`src/rtl/gpio_uart_pkg.sv`:
```
// Shared definitions for the GPIO-fed UART transmitter.
//   uart_state_e         : transmit FSM states
//   UART_FRAME_BITS      : start + 8 data + stop
//   DEFAULT_CLKS_PER_BIT : 50 MHz system clock at 115200 baud
//   frame_cycles()       : clk cycles from one frame start to the next when
//                          frames are sent back to back (one IDLE cycle between)
package gpio_uart_pkg;

  typedef enum logic [1:0] {
    IDLE  = 2'd0,
    START = 2'd1,
    DATA  = 2'd2,
    STOP  = 2'd3
  } uart_state_e;

  localparam int UART_FRAME_BITS      = 10;
  localparam int DEFAULT_CLKS_PER_BIT = 434;

  function automatic int frame_cycles(input int clks_per_bit);
    return UART_FRAME_BITS * clks_per_bit + 1;
  endfunction

endpackage

```
`src/rtl/gpio_uart_tx_if.sv`:
```
// Write/status bus between the GPIO controller and the UART transmitter.
//   wr_en      : one-cycle write strobe            (master -> slave)
//   wr_data    : byte to transmit                  (master -> slave)
//   clr_ovf    : clears the sticky overflow flag   (master -> slave)
//   full       : FIFO holds FIFO_DEPTH entries     (slave -> master)
//   empty      : FIFO holds no entries             (slave -> master)
//   fifo_count : FIFO occupancy                    (slave -> master)
//   overflow   : sticky, a write was dropped       (slave -> master)
interface gpio_uart_tx_if #(
  parameter int DATA_WIDTH = 8,
  parameter int FIFO_DEPTH = 8
);
  localparam int CNT_W = $clog2(FIFO_DEPTH) + 1;

  logic                  wr_en;
  logic [DATA_WIDTH-1:0] wr_data;
  logic                  clr_ovf;
  logic                  full;
  logic                  empty;
  logic [CNT_W-1:0]      fifo_count;
  logic                  overflow;

  modport master (
    output wr_en, wr_data, clr_ovf,
    input  full, empty, fifo_count, overflow
  );

  modport slave (
    input  wr_en, wr_data, clr_ovf,
    output full, empty, fifo_count, overflow
  );
endinterface

```
`src/rtl/gpio_uart_tx_sync_fifo.sv`:
```
// Single-clock FIFO with registered full/empty/count flags.
//   clk, reset : clock and synchronous active-high reset
//   push       : write request; ignored while full
//   pop        : read request; ignored while empty
//   wr_data    : data written on an accepted push
//   rd_data    : head entry (combinational read of the read pointer)
//   full/empty : registered occupancy flags after this cycle's push/pop
//   count      : registered occupancy
// DEPTH must be a power of two so the pointers wrap naturally.
module sync_fifo #(
  parameter int DATA_WIDTH = 8,
  parameter int DEPTH      = 8
) (
  input  logic                        clk,
  input  logic                        reset,
  input  logic                        push,
  input  logic                        pop,
  input  logic [DATA_WIDTH-1:0]       wr_data,
  output logic [DATA_WIDTH-1:0]       rd_data,
  output logic                        full,
  output logic                        empty,
  output logic [$clog2(DEPTH):0]      count
);
  localparam int PTR_W = $clog2(DEPTH);
  localparam int CNT_W = PTR_W + 1;

  logic [DATA_WIDTH-1:0] mem [DEPTH];
  logic [PTR_W-1:0]      wr_ptr;
  logic [PTR_W-1:0]      rd_ptr;
  logic                  do_push;
  logic                  do_pop;
  logic [CNT_W-1:0]      count_d;

  // full is the registered flag from before this cycle, so a push while full
  // is refused even if a pop frees a slot in the same cycle.
  assign do_push = push & ~full;
  assign do_pop  = pop & ~empty;
  assign count_d = count + CNT_W'(do_push) - CNT_W'(do_pop);
  assign rd_data = mem[rd_ptr];

  // NOTE: the storage array has no reset; entries are only read after being
  // written, and a resettable array would cost a flop-level clear per bit.
  always_ff @(posedge clk) begin
    if (do_push) mem[wr_ptr] <= wr_data;
  end

  always_ff @(posedge clk) begin
    if (reset) begin
      wr_ptr <= '0;
      rd_ptr <= '0;
      count  <= '0;
      full   <= 1'b0;
      empty  <= 1'b1;
    end else begin
      if (do_push) wr_ptr <= wr_ptr + 1'b1;
      if (do_pop)  rd_ptr <= rd_ptr + 1'b1;
      count <= count_d;
      full  <= (count_d == CNT_W'(DEPTH));
      empty <= (count_d == '0);
    end
  end
endmodule

```
`src/rtl/gpio_uart_tx.sv`:
```
// UART 8N1 transmitter fed by the GPIO write strobe through a small FIFO, so
// CPU stores never wait on the serial line.
//   clk, reset : clock and synchronous active-high reset
//   bus        : gpio_uart_tx_if.slave (wr_en, wr_data, clr_ovf in;
//                full, empty, fifo_count, overflow out)
//   tx         : registered serial output, idles high
//   busy       : registered, high while a frame is in START, DATA or STOP
module gpio_uart_tx
  import gpio_uart_pkg::*;
#(
  parameter int DATA_WIDTH   = 8,
  parameter int FIFO_DEPTH   = 8,
  parameter int CLKS_PER_BIT = DEFAULT_CLKS_PER_BIT
) (
  input  logic           clk,
  input  logic           reset,
  gpio_uart_tx_if.slave  bus,
  output logic           tx,
  output logic           busy
);
  localparam int BAUD_W = $clog2(CLKS_PER_BIT);
  localparam int BIT_W  = $clog2(DATA_WIDTH);
  localparam logic [BAUD_W-1:0] BAUD_LAST = BAUD_W'(CLKS_PER_BIT - 1);
  localparam logic [BIT_W-1:0]  BIT_LAST  = BIT_W'(DATA_WIDTH - 1);

  uart_state_e           state_q, state_d;
  logic [BAUD_W-1:0]     baud_q, baud_d;
  logic [BIT_W-1:0]      bit_idx_q, bit_idx_d;
  logic [DATA_WIDTH-1:0] shift_q, shift_d;
  logic [DATA_WIDTH-1:0] head;
  logic                  pop;
  logic                  tx_d;
  logic                  bit_done;

  sync_fifo #(
    .DATA_WIDTH (DATA_WIDTH),
    .DEPTH      (FIFO_DEPTH)
  ) u_fifo (
    .clk     (clk),
    .reset   (reset),
    .push    (bus.wr_en),
    .pop     (pop),
    .wr_data (bus.wr_data),
    .rd_data (head),
    .full    (bus.full),
    .empty   (bus.empty),
    .count   (bus.fifo_count)
  );

  assign bit_done = (baud_q == BAUD_LAST);

  // NOTE: every signal written here gets a default first, so no path through
  // the case statement can leave one unassigned and infer a latch.
  always_comb begin
    state_d   = state_q;
    baud_d    = baud_q;
    bit_idx_d = bit_idx_q;
    shift_d   = shift_q;
    pop       = 1'b0;

    unique case (state_q)
      IDLE: begin
        baud_d = '0;
        if (!bus.empty) begin
          pop       = 1'b1;
          shift_d   = head;
          bit_idx_d = '0;
          state_d   = START;
        end
      end
      START: begin
        if (bit_done) begin
          baud_d    = '0;
          bit_idx_d = '0;
          state_d   = DATA;
        end else begin
          baud_d = baud_q + 1'b1;
        end
      end
      DATA: begin
        if (bit_done) begin
          baud_d  = '0;
          shift_d = shift_q >> 1;
          if (bit_idx_q == BIT_LAST) state_d = STOP;
          else                       bit_idx_d = bit_idx_q + 1'b1;
        end else begin
          baud_d = baud_q + 1'b1;
        end
      end
      STOP: begin
        if (bit_done) begin
          baud_d  = '0;
          state_d = IDLE;
        end else begin
          baud_d = baud_q + 1'b1;
        end
      end
      default: state_d = IDLE;
    endcase

    // tx is registered, so it is decoded from the state being entered.
    unique case (state_d)
      START:   tx_d = 1'b0;
      DATA:    tx_d = shift_d[0];
      default: tx_d = 1'b1;
    endcase
  end

  // NOTE: sequential state uses non-blocking assignments so every register
  // samples the pre-edge values regardless of statement order.
  always_ff @(posedge clk) begin
    if (reset) begin
      state_q      <= IDLE;
      baud_q       <= '0;
      bit_idx_q    <= '0;
      shift_q      <= '0;
      tx           <= 1'b1;
      busy         <= 1'b0;
      bus.overflow <= 1'b0;
    end else begin
      state_q   <= state_d;
      baud_q    <= baud_d;
      bit_idx_q <= bit_idx_d;
      shift_q   <= shift_d;
      tx        <= tx_d;
      busy      <= (state_d != IDLE);
      // A new drop takes priority over a same-cycle clear.
      if (bus.wr_en && bus.full) bus.overflow <= 1'b1;
      else if (bus.clr_ovf)      bus.overflow <= 1'b0;
    end
  end
endmodule

```
`src/flat_wrapper.sv`:
```
// flat-port wrapper written by rule: the top's interface ports become plain ports
module gpio_uart_tx_flat import gpio_uart_pkg::*;
#(
  parameter int DATA_WIDTH   = 8,
  parameter int FIFO_DEPTH   = 8,
  parameter int CLKS_PER_BIT = DEFAULT_CLKS_PER_BIT
)
  (clk, reset, tx, busy, bus_wr_en, bus_wr_data, bus_clr_ovf, bus_full, bus_empty, bus_fifo_count, bus_overflow);
  gpio_uart_tx_if #(.DATA_WIDTH(DATA_WIDTH), .FIFO_DEPTH(FIFO_DEPTH)) bus_i ();
  input  logic clk;
  input  logic reset;
  output logic tx;
  output logic busy;
  input wire logic [$bits(bus_i.wr_en)-1:0] bus_wr_en;
  input wire logic [$bits(bus_i.wr_data)-1:0] bus_wr_data;
  input wire logic [$bits(bus_i.clr_ovf)-1:0] bus_clr_ovf;
  output wire logic [$bits(bus_i.full)-1:0] bus_full;
  output wire logic [$bits(bus_i.empty)-1:0] bus_empty;
  output wire logic [$bits(bus_i.fifo_count)-1:0] bus_fifo_count;
  output wire logic [$bits(bus_i.overflow)-1:0] bus_overflow;
  assign bus_i.wr_en = bus_wr_en;
  assign bus_i.wr_data = bus_wr_data;
  assign bus_i.clr_ovf = bus_clr_ovf;
  assign bus_full = bus_i.full;
  assign bus_empty = bus_i.empty;
  assign bus_fifo_count = bus_i.fifo_count;
  assign bus_overflow = bus_i.overflow;
  gpio_uart_tx #(.DATA_WIDTH(DATA_WIDTH), .FIFO_DEPTH(FIFO_DEPTH), .CLKS_PER_BIT(CLKS_PER_BIT)) u_core (.clk(clk), .reset(reset), .bus(bus_i), .tx(tx), .busy(busy));
endmodule
```
`config.mk`:
```
export PLATFORM = sky130hd
export DESIGN_NAME = gpio_uart_tx_flat
export DESIGN_NICKNAME = d
export VERILOG_FILES = /design/src/rtl/gpio_uart_pkg.sv /design/src/rtl/gpio_uart_tx_if.sv /design/src/rtl/gpio_uart_tx_sync_fifo.sv /design/src/rtl/gpio_uart_tx.sv /design/src/flat_wrapper.sv
export SDC_FILE = /design/constraint.sdc
export NUM_CORES = 1
export LEC_CHECK = 0
export BUFFER_PORTS_ARGS = -buffer_cell sky130_fd_sc_hd__buf_2
export CAP_MARGIN = 20
export CORE_ASPECT_RATIO = 1.75
export CORE_MARGIN = 2
export CORE_UTILIZATION = 35
export DETAILED_ROUTE_END_ITERATION = 7
export PLACE_DENSITY = 0.53
export REMOVE_ABC_BUFFERS = 1
export SYNTH_ARGS = -nofsm -noshare
export SYNTH_HDL_FRONTEND = slang
export SYNTH_SLANG_ARGS = --single-unit
export TNS_END_PERCENT = 1
```
`constraint.sdc`:
```
create_clock -name clk -period 4.2 [get_ports clk]
set_input_delay 0.84 -clock clk [delete_from_list [all_inputs] [get_ports clk]]
set_output_delay 0.84 -clock clk [all_outputs]
set_load 0.005 [all_outputs]
```
**Word level (Yosys, flattened, before mapping)**

Memory sizes are Yosys's and may differ from the RTL's. A register that Yosys moved wholly into a read port is not among the register bits.
Cells that the tools add are included.

- Memories kept: 1
- Input bits: 12
- Memory bits (writable): 64
- Memory bits (read-only): 0
- Output and inout port bits: 9
- Latch bits: 0
- Flip-flop bits (word level): 37

Memories:

| memory | depth | bits a word | rd ports | clocked after Yosys merged registers in | write ports | line | source |
|---|---|---|---|---|---|---|---|
| u_core.u_fifo.mem | 8 | 8 | 1 | 1 | 1 | gpio_uart_tx_sync_fifo.sv:27 | `logic [DATA_WIDTH-1:0] mem [DEPTH];` |

- $mul: 0
- Magnitude comparators: 0
- $add $sub $neg: 6
- Mux-type cells: 25
- Equality and inequality tests: 12
- Reductions and logical operators: 10
- Divide/modulo/power cells: 0
- Shift operators: 0
- Bitwise operators: 4

Operators with widths:

| cell | count |
|---|---|
| $mux 3 | 6 |
| $pmux 9 s2 | 1 |
| $mux 8 | 2 |
| $pmux 8 s2 | 1 |
| $mux 2 | 5 |
| $add 3x1->3 const B | 3 |
| $add 9x1->9 const B | 1 |
| $eq 9x9->1 const B | 1 |
| $mux 9 | 1 |
| $pmux 3 s3 | 1 |
| $pmux 2 s4 | 1 |
| $eq 2x2->1 const B | 3 |
| $mux 1 | 6 |
| $reduce_bool 2->1 | 3 |
| $reduce_and 5->1 | 1 |
| $add 4x1->4 | 1 |
| $eq 2x1->1 const B | 2 |
| $eq 4x4->1 const B | 1 |
| $logic_not 4->1 | 1 |
| $ne 2x1->1 const B | 2 |
| $ne 2x2->1 const B | 2 |
| $sub 4x1->4 | 1 |
| $eq 3x3->1 const B | 1 |
| $reduce_and 3->1 | 1 |
| other kinds (7) | 9 |

**Logic depth before layout (Yosys ltp)**

- Word-level depth: 6
- Depth in mapped cells: 13

**Modules after synthesis**

Synthesis repeated with hierarchy kept, for this count alone.

- Cells, all modules: 295
- Area total of the unflattened synthesis: 4339.2 µm²

By module, submodules not included:

| module | times used | area each (µm²) | cells each |
|---|---|---|---|
| sync_fifo | 1 | 3166.8 | 169 |
| gpio_uart_tx | 1 | 1172.4 | 126 |

**Worst setup path after synthesis**

Ideal clock, no wire load.

- Path type: input port to flip-flop
- Start: input bus_wr_en
- End: register u_core.u_fifo.empty
- Data required time: 4.086 ns
- Arrival: 2.552 ns
- Stages: 12
- Setup slack: 1.534 ns
- Cells stage by stage: nor2b_1 > clkbuf_1 > inv_1 > ha_1 > inv_1 > ha_1 > inv_1 > fa_1 > xor2_1 > nand3b_1 > inv_1 > a21o_1

- Longest elaborated chain between the ends: 4

Ends and longest elaborated chain:

| item | line | source |
|---|---|---|
| from (decl) | flat_wrapper.sv:14 | `input wire logic [$bits(bus_i.wr_en)-1:0] bus_wr_en;` |
| $and 1x1->1 | gpio_uart_tx_sync_fifo.sv:36 | `assign do_push = push & ~full;` |
| $add 4x1->4 | gpio_uart_tx_sync_fifo.sv:38 | `assign count_d = count + CNT_W'(do_push) - CNT_W'(do_pop);` |
| $sub 4x1->4 | gpio_uart_tx_sync_fifo.sv:38 |  |
| $logic_not 4->1 | gpio_uart_tx_sync_fifo.sv:59 | `empty <= (count_d == '0);` |
| to (signal assigned) | gpio_uart_tx_sync_fifo.sv:59 |  |
| to (decl) | gpio_uart_tx_sync_fifo.sv:21 | `output logic empty,` |

Every way passes these cells.
A chain may end at the register's enable or synchronous reset.

**Final worst setup path**

- Start: register u_core.state_q[0]
- End: register u_core.u_fifo.empty

- Longest elaborated chain between the ends: 5

Ends and longest elaborated chain:

| item | line | source |
|---|---|---|
| from (decl) | gpio_uart_tx.sv:26 | `uart_state_e state_q, state_d;` |
| from (signal assigned) | gpio_uart_tx.sv:121 | `state_q <= state_d;` |
| $logic_not 2->1 | gpio_uart_tx.sv:61 | `unique case (state_q)` |
| $mux 1 | gpio_uart_tx.sv:61 |  |
| $and 1x1->1 | gpio_uart_tx_sync_fifo.sv:37 | `assign do_pop = pop & ~empty;` |
| $sub 4x1->4 | gpio_uart_tx_sync_fifo.sv:38 |  |
| $logic_not 4->1 | gpio_uart_tx_sync_fifo.sv:59 |  |

Every way passes these cells.

==> results.ini <==
[status]
outcome=complete, no violations

[clocking]
cts_resized=0
clk_latency_ns=0.34
numCtsBuffers=9
clockBufferDepth=2
hold_buffers=0
cts_root_buf=clkbuf_16
post-cts-setup-buffers=0
cts-htree-levels=3
clock_sinks=104
cts_tree=done
clk_pin_slew_ns=0.07

[sta]
maxSlewViolCount=0
rsz0062_at_grt=false
relSlewSlack_pct=33.3
fin_skew_ns=0.00560
fmax_mhz=365
hold_viol=0
worst_slack_ns=1.46
setup_tns_ns=0
fin_crit_sh_pct=65.2
setup_violations=0
finalCriticalPeriod_ns=2.74
tightest_slew_ns=0.997

[floorplanning]
fp-row-count=53
start_util_pct=35.6
ios=21
die_area_sq_um=13100
dieHeight_um=150
die_w_um=87.2
core_area_sq_um=11900

[routing]
vias=2323
drt_iter0_markers=122
ant_nets=0
wl_um=7610
drc=0
drt-pass1-iter-count=4
routedWlPerCell_um=16.7
viasPerCell=5.11

[grt]
antenna_found_initial=0
grt_max_degree=27
grt_usage_pct=12.6
met3_usage_pct=2.37
gr-usage-met2_pct=24.4
globalRouteOverflowTotal=0
first_global_vias=2425
grt_busiest_layer=met2
grt_util_met1_pct=12.7
grt_pass1_wl_um=12300

[setup_path]
worst-path-buf-inv=4
reg2reg_depth=11
worst_path_largest_cell_delay_ns=0.60
cp_data_arrival_time_ns=2.98
critPathKind=reg2reg
cpMostUsedCell=inv_1
worstPathCellList=or3_1, inv_2, ha_1, inv_1, ha_1, inv_1, fa_1, xor2_1, nand3b_1, inv_1, a21o_1
reg2reg_to=u_core.u_fifo.empty
end_kind=register
startpoint_type=register
required_ns=4.44
cp_max_fo=11
critPathSlowestCell=or3_1
critPathTopFamily=adder cells
ff2ff_setup_slack_ns=1.46
r2r-start=u_core.state_q[0]

[run]
drv_cap=0

[logic_synthesis]
ys.flop_type=edfxtp_1
syn_area_sq_um=4240
post_synth_num_cell_types=47
synth_area_leader_cell=edfxtp_1
post_synth_inst_count=291
synth_top_area_share_pct=45.3
synth_edf_count=64
async_reset_ff_share_pct=0
ys.warnings.count=0
ys_ff_latch=104
yosys-top-cells-area=edfxtp_1 45%, dfxtp_1 19%, mux4_1 6.2%, ha_1 2.9%, nor2_1 2.2%
synth_seq_area_share_pct=64.2
synth_most_common_cell=edfxtp_1
ys_top_cells_by_count=64 x edfxtp_1, 40 x dfxtp_1, 25 x nor2_1, 14 x a21oi_1, 13 x nand3_1
avgSynthCellArea_sq_um=14.6

[layout]
layout.nets=336
fin_cells=455
drive_gt1_share_pct=16.7
multiInputGateArea_sq_um=1400
n_fill_cell=1124
seq_area_sq_um=2720
n_antenna_cell=0
post-route-util_pct=40.1
area_growth_pct=12.6
finalInstanceArea_sq_um=4780

[worst_hold_path]
hold_start=u_core.shift_q[1]
min_path_cells=2
hold_path_class=reg2reg
hold_end=u_core.shift_q[1]

[power]
ir_worst_vdd_mv=0.295
p_per_area_nw_per_um2=588
leakage_nw=1.68

[placement]
placed_area_sq_um=4460
dpl_worst_slack_ns=1.26
dp.cells=439
place_congestion=0.753
hpwl_um=5130
numPortBuffers=20

-- cell families after synthesis --
family	Yosys count	share of synthesized area, %
xor+xnor	14	2.89
fa+ha+maj	11	3.42
mux	28	11.9
buf+inv	24	2.86
simple gates	77	9.61
compound gates	33	5.22
flops	104	64.2
-- cells in the final DEF, fill, tap and decap left out, drive strengths merged, types with 4 or more instances in the layout --
cell,n
edfxtp,64
dfxtp,40
nor2,25
buf,23
a21oi,14
inv,14
mux4,14
nand3,13
nand2,11
ha,10
clkbuf,10
mux2,8
a22oi,7
xor2,7
xnor2,7
mux2i,6
nor2b,5
nand2b,4
nor3,4
-- metal layers --
layer | up-vias | wire length, um
met5 | - | 0
met4 | 0 | 152
met3 | 12 | 166
met2 | 20 | 4450
met1 | 1157 | 2840
li1 | 1134 | -
-- final cells by class --
cell class | instances | area share [%]
timing repair buffer | 23 | 2.56
multi-input combinational | 163 | 29.3
clock buffer | 10 | 4.79
clock inverter | 6 | 1.88
inverter | 12 | 0.942
sequential | 104 | 56.9
tap | 137 | 3.59
-- power by group --
| group | switching, mW | internal [mW] |
|---|---|---|
| Combinational | 0.274 | 0.309 |
| Clock | 0.365 | 0.525 |
| Sequential | 0.125 | 1.21 |
| Total | 0.765 | 2.04 |
-- how the worst max path moves through the flow --
stage,from,end,slack (ns),cells past startpoint
global placement,bus_wr_en,u_core.u_fifo.empty,1.29,12
detailed placement,bus_wr_en,u_core.u_fifo.empty,1.26,12
floorplan,bus_wr_en,u_core.u_fifo.empty,1.51,11
CTS,u_core.state_q[0],u_core.u_fifo.empty,1.46,11
finish,u_core.state_q[0],u_core.u_fifo.empty,1.46,11
global route,u_core.state_q[0],u_core.u_fifo.empty,1.29,11
-- state kept, by name, summed over array words and instances (netlist names), named ones only --
register and cells:
u_core.u_fifo.empty 1, u_core.u_fifo.full 1, u_core.bus.overflow 1, u_core.tx 1
u_core.u_fifo.wr_ptr 3, u_core.baud_q 9, u_core.state_q 2, u_core.u_fifo.count 4
u_core.bit_idx_q 3, u_core.busy 1, u_core.shift_q 8, u_core.u_fifo.rd_ptr 3
u_core.u_fifo.mem 64
-- worst reg2reg max path: stages (launching register included) --
cell and delay, ns:
dfxtp_1 0.40, or3_1 0.60, inv_2 0.27, ha_1 0.27, inv_1 0.05, ha_1 0.15
inv_1 0.05, fa_1 0.37, xor2_1 0.16, nand3b_1 0.10, inv_1 0.04, a21o_1 0.16
-- per-stage QoR --
stage | hold slack (ns) | total power [mW]
floorplan | 0.437 | 1.76
global placement | 0.450 | 1.95
detailed placement | 0.457 | 1.96
CTS | 0.467 | 2.86
global route | 0.490 | 2.97
finish | 0.467 | 2.81
(Power assumes the default switching activity.)
